===== config.mk =====
export PLATFORM = sky130hd
export DESIGN_NAME = mole_board_ctrl
export DESIGN_NICKNAME = d
export VERILOG_FILES = /design/src/rtl/mole_board_ctrl.sv
export SDC_FILE = /design/constraint.sdc
export NUM_CORES = 1
export LEC_CHECK = 0
export ABC_AREA = 1
export BUFFER_PORTS_ARGS = -buffer_cell sky130_fd_sc_hd__buf_2
export CAP_MARGIN = 0
export CELL_PAD_IN_SITES_DETAIL_PLACEMENT = 1
export CELL_PAD_IN_SITES_GLOBAL_PLACEMENT = 2
export CORE_ASPECT_RATIO = 1.25
export CORE_MARGIN = 5
export CORE_UTILIZATION = 33
export DETAILED_ROUTE_END_ITERATION = 6
export MAX_ROUTING_LAYER = met4
export PLACE_DENSITY = 0.84
export SLEW_MARGIN = 20
export SYNTH_ARGS = -nofsm -noshare
export SYNTH_HDL_FRONTEND = slang
export SYNTH_SLANG_ARGS = --single-unit

===== constraint.sdc =====
create_clock -name clk -period 3.2 [get_ports clk]
set_clock_uncertainty 0.15 [all_clocks]
set_input_delay 0.48 -clock clk [delete_from_list [all_inputs] [get_ports clk]]
set_output_delay 0.48 -clock clk [all_outputs]
set_load 0.01 [all_outputs]

===== src/rtl/mole_board_ctrl.sv =====
// Whack-a-mole game sequencer: drives the board countdown timer, raises one
// pseudo-random mole per round and keeps score/miss counts for one game.
module mole_board_ctrl #(
    parameter int          N_HOLES   = 8,
    parameter logic [27:0] UP_TIME   = 28'd50_000_000,
    parameter logic [27:0] GAP_TIME  = 28'd25_000_000,
    parameter int          ROUNDS    = 16,
    parameter logic [15:0] LFSR_SEED = 16'hACE1
) (
    input  logic               clk,
    input  logic               rst,
    input  logic               start,
    input  logic [N_HOLES-1:0] hit,
    input  logic               time_trigger,
    output logic               load,
    output logic [27:0]        loadval,
    output logic [N_HOLES-1:0] mole,
    output logic [7:0]         score,
    output logic [7:0]         misses,
    output logic               game_over
);

    localparam int          IDX_W     = (N_HOLES > 1) ? $clog2(N_HOLES) : 1;
    localparam logic [15:0] LFSR_TAPS = 16'hB400;
    localparam logic [7:0]  ROUNDS_C  = 8'(ROUNDS);

    typedef enum logic [1:0] {IDLE, GAP, UP, DONE} state_t;

    state_t             state_q, state_d;
    logic [15:0]        lfsr_q, lfsr_d;
    logic [7:0]         round_q, round_d;
    logic               load_d;
    logic [27:0]        loadval_d;
    logic [N_HOLES-1:0] mole_d;
    logic [7:0]         score_d;
    logic [7:0]         misses_d;
    logic               game_over_d;

    logic               trig_live;
    logic               hit_correct;
    logic               hit_wrong;
    logic               end_round;
    logic [7:0]         round_inc;
    logic [N_HOLES-1:0] new_mole;

    function automatic logic [7:0] sat_inc(input logic [7:0] v);
        return (v == 8'hFF) ? v : v + 8'd1;
    endfunction

    // A trigger arriving while we are reloading the timer belongs to the old
    // countdown, so it is discarded.
    assign trig_live   = time_trigger && !load;
    assign hit_correct = |(hit & mole);
    assign hit_wrong   = (|hit) && !hit_correct;
    assign round_inc   = round_q + 8'd1;
    assign new_mole    = {{(N_HOLES-1){1'b0}}, 1'b1} << lfsr_q[IDX_W-1:0];

    // Galois LFSR free-runs every cycle so mole placement depends on timing.
    always_comb begin
        lfsr_d = {1'b0, lfsr_q[15:1]} ^ (lfsr_q[0] ? LFSR_TAPS : 16'h0000);
    end

    // Next-state and next-output logic; start overrides every other event.
    always_comb begin
        state_d     = state_q;
        round_d     = round_q;
        load_d      = 1'b0;
        loadval_d   = loadval;
        mole_d      = mole;
        score_d     = score;
        misses_d    = misses;
        end_round   = 1'b0;
        game_over_d = 1'b0;

        case (state_q)
            IDLE, DONE: begin
                mole_d = '0;
            end
            GAP: begin
                if (trig_live) begin
                    mole_d    = new_mole;
                    load_d    = 1'b1;
                    loadval_d = UP_TIME;
                    state_d   = UP;
                end
            end
            UP: begin
                if (hit_correct) begin
                    score_d   = sat_inc(score);
                    end_round = 1'b1;
                end else if (hit_wrong) begin
                    misses_d  = sat_inc(misses);
                end else if (trig_live) begin
                    misses_d  = sat_inc(misses);
                    end_round = 1'b1;
                end
            end
            default: begin
                state_d = IDLE;
                mole_d  = '0;
            end
        endcase

        if (end_round) begin
            mole_d  = '0;
            round_d = round_inc;
            if (round_inc == ROUNDS_C) begin
                state_d = DONE;
            end else begin
                load_d    = 1'b1;
                loadval_d = GAP_TIME;
                state_d   = GAP;
            end
        end

        if (start) begin
            score_d   = 8'd0;
            misses_d  = 8'd0;
            round_d   = 8'd0;
            mole_d    = '0;
            load_d    = 1'b1;
            loadval_d = GAP_TIME;
            state_d   = GAP;
        end

        game_over_d = (state_d == DONE);
    end

    // State, LFSR, round counter and all registered outputs.
    always_ff @(posedge clk) begin
        if (rst) begin
            state_q   <= IDLE;
            lfsr_q    <= LFSR_SEED;
            round_q   <= 8'd0;
            load      <= 1'b0;
            loadval   <= 28'd0;
            mole      <= '0;
            score     <= 8'd0;
            misses    <= 8'd0;
            game_over <= 1'b0;
        end else begin
            state_q   <= state_d;
            lfsr_q    <= lfsr_d;
            round_q   <= round_d;
            load      <= load_d;
            loadval   <= loadval_d;
            mole      <= mole_d;
            score     <= score_d;
            misses    <= misses_d;
            game_over <= game_over_d;
        end
    end

endmodule


* Word level (Yosys, flattened, before mapping) *
Index checks and enable logic that the tools add are counted.

word-level totals
  bits in registers = 80
  output and inout bits = 54
  word-level logic and storage cells = 65
  input bits = 12

operators by class
  multiplexer cells = 24
  bitwise gates (word level) = 4
  shift-type cells = 1
  reductions and logical operators = 15
  equal/unequal tests = 8
  add/subtract/negate cells = 3

operator list
  cell                 count
  $mux 28              4
  $mux 8               4
  $mux 25              1
  $add 8x1->8 const B  3
  $eq 8x8->1 const B   2
  $mux 16              1
  $pmux 8 s2           1
  $reduce_or 8->1      2
  $xor 15x16->16       1
  $mux 2               5
  $and 8x8->8          1
  $eq 8x5->1 const B   1
  $mux 1               8
  $shl 1x3->8 const A  1
  $eq 2x2->1 const B   3
  $reduce_and 3->1     2
  $reduce_bool 2->1    2
  $reduce_or 2->1      2
  $reduce_or 3->1      1
  $eq 2x1->1 const B   1
  $logic_and 1x1->1    2
  $logic_not 1->1      2
  $logic_not 2->1      1
  $ne 2x2->1 const B   1
  other kinds (2)      3

* Depth between registers and ports, before layout *
  depth in word-level cells = 10
  gate-level depth with buffers = 12
  gate-level depth less buffers = 12

* Worst setup path before layout *
OpenSTA, ideal clock, no wires.

  path type = register to register
  from = reg round_q[0]
  to = reg loadval[12]
  period minus slack after synthesis = 1.680 ns
  slack = 1.520 ns
  arrival time = 1.411 ns
  stages on the path, launching flop included = 11
  setup time = 0.119 ns
  buffers on the path = 0
  path through = dfxtp_1 ha_1 nand3_1 o21bai_1 nand2_1 nor2_1 nand3_1 nand2_2 nand2_1 nand2_2 nand2_1

between the ends
  cells in the longest elaborated chain, start to end = 5

ends and longest elaborated chain
  element                 RTL line  source
  start, declared         31        logic [7:0] round_q, round_d;
  start signal, assigned  144       round_q <= round_d;
  $add 8x1->8             55        assign round_inc = round_q + 8'd1;
  $eq 8x5->1              107       if (round_inc == ROUNDS_C) begin
  $mux 28                 107
  $mux 28                 104       if (end_round) begin
  $mux 25                 116       if (start) begin
  end signal, assigned    146       loadval <= loadval_d;
  end, declared           16        output logic [27:0] loadval,

No other way between the ends.
A chain may end at the register's enable or synchronous reset.

* Worst setup path after layout *
  from = reg round_q[0]
  to = reg loadval[13]

Same word-level chain as after synthesis.

==> flow_metrics.py <==
metrics = {
    "status": {
        "outcome": "complete, no violations",
    },
    "placement": {
        "hpwl_mm": 6.272,
        "port_buffers": 65,
        "placed_area_um2": 3731,
        "gp_congestion": 0.8178,
    },
    "min_path": {
        "min_to": "lfsr_q[14]",
        "holdPathStages": 2,
        "min_from": "lfsr_q[15]",
        "worst_hold_path_type": "reg -> reg",
    },
    "clocking": {
        "postCtsSetupRepairBufs": 0,
        "cts_buffer_depth": 2,
        "cts_tree": "yes",
        "worst_skew_pair.late_latency_ns": 0.33,
        "clock-sinks": 80,
        "numCtsBuffers": 9,
        "hold_buffers": 0,
        "htreeDepth": 3,
        "path_clk_slew_ns": 0.06,
        "cts-root-buf": "clkbuf_16",
        "ctsResizeCount": 0,
    },
    "synthesis": {
        "syn_avg_cell_area_um2": 7.804,
        "seq_area_frac_synth": 0.4874,
        "ys_warn_count": 0,
        "syn-num-nets": 439,
        "synthCells": 421,
        "synthDistinctLibCells": 31,
        "ys_ff_latch": 80,
        "synth_area_um2": 3286,
    },
    "run": {
        "cap_violations": 0,
    },
    "global_routing": {
        "grt_pass1_vias": 3051,
        "antenna_found_initial": 0,
        "grt-ovfl-total": 0,
        "grt_pass1_wl_mm": 14.01,
        "grt_max_degree": 26,
        "grtUsageTotal": 0.1503,
    },
    "sta": {
        "report.final.hold_viol_count": 0,
        "finalSetupViolCount": 0,
        "worstMarginPinSlew_ns": 0.4830,
        "slew_violations": 0,
        "setup-tns-final_ns": 0,
        "finalCriticalPeriod_ns": 2.085,
        "rsz0062_at_grt": "false",
        "max-slew-margin-rel": 0.6768,
        "period_share": 0.6514,
        "fmax_mhz": 479.7,
    },
    "final_layout": {
        "diodes": 0,
        "drive_gt1_frac": 0.2242,
        "finalNetCount": 508,
        "syn2layout_area_growth_pct": 22.01,
        "stdcell_area_um2": 4009,
    },
    "detailed_routing": {
        "antenna_left": 0,
        "drtIter0Drc": 105,
        "drtPass1Iterations": 6,
        "drc": 0,
        "routed_wl_mm": 8.410,
        "wire_per_inst_um": 13.54,
        "avgViaCountPerCell": 4.709,
        "routed-via-count": 2924,
    },
    "pwr": {
        "p_seq_frac": 0.493,
        "finalPower_mw": 2.117,
        "p_leak_nw": 1.779,
        "p_clk_frac": 0.450,
        "p_sw_mw": 0.4779,
        "power_frac_comb": 0.057,
        "p_int_mw": 1.639,
        "vdd_drop_max_mv": 0.2990,
        "netSwitchingFraction": 0.2258,
        "p_per_area_nw_per_um2": 528.0,
    },
    "critical_path": {
        "r2r_slack_ns": 1.12,
        "cp_max_fo": 8,
        "critical_path_depth": 12,
        "cp.required_ns": 3.27,
        "criticalPathCategory": "reg -> reg",
        "slowest_stage": "dfxtp_1",
        "worst_setup_path_start_kind": "flip-flop",
        "cpMostUsedCell": "nand2_1",
        "worstReg2RegStart": "round_q[0]",
        "crit_chain": "ha_1 > inv_1 > nand2_1 > nand2_1 > nor2_1 > nand3_1 > nor2_1 > nand3_1 > nand2_2 > nand2_1 > nand2_2 > nand2_1",
        "crit_buf_inv": 1,
        "r2r-end": "loadval[13]",
        "cp.arrival_ns": 2.15,
        "endpoint_kind": "flip-flop",
        "cp_slowest_stage_delay_ns": 0.43,
        "path_delay_family": "simple AND/OR/NAND/NOR gates",
        "worstRegToRegCells": 12,
    },
    "floorplan": {
        "fp.dieW_um": 99.25,
        "die_area_um2": 12060,
        "ios": 66,
        "fp.dieH_um": 121.6,
        "coreArea_um2": 9659,
        "row_count": 40,
        "start_util": 0.3402,
    },
}
Yosys cell counts (all sizes together):
cell type	n	area share
nor2	62	0.095
nor4	1	0.0019
dfxtp	80	0.49
clkinv	2	0.0023
a21oi	33	0.050
buf	4	0.011
nand3	22	0.037
inv	52	0.059
xor2	3	0.0080
nand4	8	0.015
nand2	97	0.12
clkbuf	6	0.0069
nor3	6	0.0091
a32oi	5	0.013
a211oi	1	0.0023
o21bai	3	0.0069
ha	6	0.023
or2	5	0.0095
xnor2	4	0.011
o21ai	20	0.030
o22ai	1	0.0019
worst max-delay path by stage:
stage	start	endpoint	slack, ns
2_1_floorplan	round_q[0]	loadval[12]	1.52
3_3_place_gp	round_q[0]	loadval[12]	1.19
3_5_place_dp	round_q[0]	loadval[13]	1.08
4_1_cts	round_q[0]	loadval[13]	1.07
5_1_grt	round_q[0]	loadval[19]	0.92
6_report	round_q[0]	loadval[13]	1.12
kinds of logic (layout without fill, tap and decap cells):
logic type / count (synthesis) / count (layout) / synth area share
compound gates: 63 / 63 / 0.1051
xor+xnor: 7 / 7 / 0.01866
fa+ha+maj: 6 / 6 / 0.02285
buf+inv: 64 / 138 / 0.07997
flops: 80 / 80 / 0.4874
simple gates: 201 / 201 / 0.2860
state kept, by name (all words and copies together) (netlist names):
register and flops:
round_q 8, state_q 2, mole 8, lfsr_q 16
score 8, load 1, game_over 1, loadval 28
misses 8
worst register-to-register path: stages (launching register included):
cell and delay [ns]:
dfxtp_1 0.43, ha_1 0.29, inv_1 0.06, nand2_1 0.06, nand2_1 0.10, nor2_1 0.10, nand3_1 0.08, nor2_1 0.09
nand3_1 0.13, nand2_2 0.16, nand2_1 0.08, nand2_2 0.16, nand2_1 0.07
power groups by stage:
stage	Combinational, mW	Clock (mW)	Sequential, mW
finish	0.121	0.953	1.04
global route	0.138	1.03	1.05
CTS	0.124	0.988	1.04
detailed placement	0.123	0	1.06
global placement	0.120	0	1.06
floorplan	0.0701	0	1.07
per-layer routing:
metal | track usage | share of wire | routed length (um) | vias up
li1 | - | - | - | 1475
met4 | 0.07088 | 0.018 | 153 | 0
met3 | 0.03093 | 0.028 | 232 | 8
met1 | 0.1552 | 0.41 | 3461 | 1394
met2 | 0.2710 | 0.54 | 4563 | 47
met5 | - | 0 | 0 | -
metrics by stage:
step | setup WS (ns) | hold slack (ns) | std cells | util
after detailed placement | 1.082 | 0.2461 | 605 | 0.3863
final | 1.115 | 0.2566 | 621 | 0.4150
after floorplan | 1.520 | 0.2383 | 421 | -
after global placement | 1.189 | 0.2434 | 605 | 0.3863
after global routing | 0.9182 | 0.2706 | 621 | 0.4150
after CTS | 1.073 | 0.2611 | 621 | 0.4150
layout by cell type (no fill, tap or decap), drive strengths merged, types with 3 or more instances in the layout:
| master | synthesis | layout |
|---|---|---|
| nor2 | 62 | 62 |
| clkinv | 2 | 4 |
| or2 | 5 | 5 |
| buf | 4 | 68 |
| a32oi | 5 | 5 |
| xor2 | 3 | 3 |
| a21oi | 33 | 33 |
| o21bai | 3 | 3 |
| nand3 | 22 | 22 |
| xnor2 | 4 | 4 |
| dfxtp | 80 | 80 |
| nand4 | 8 | 8 |
| nand2 | 97 | 97 |
| o21ai | 20 | 20 |
| nor3 | 6 | 6 |
| clkbuf | 6 | 14 |
| inv | 52 | 52 |
| ha | 6 | 6 |
area by class of cell:
class	instances	area, um2
clock buffer	14	264.0
clock inverter	2	13.76
fill	1193	5650
inverter	54	202.7
multi-input combinational	277	1421
sequential	80	1602
tap	126	157.7
timing repair buffer	68	347.8
No activity file was read; power rests on OpenSTA's default activity.
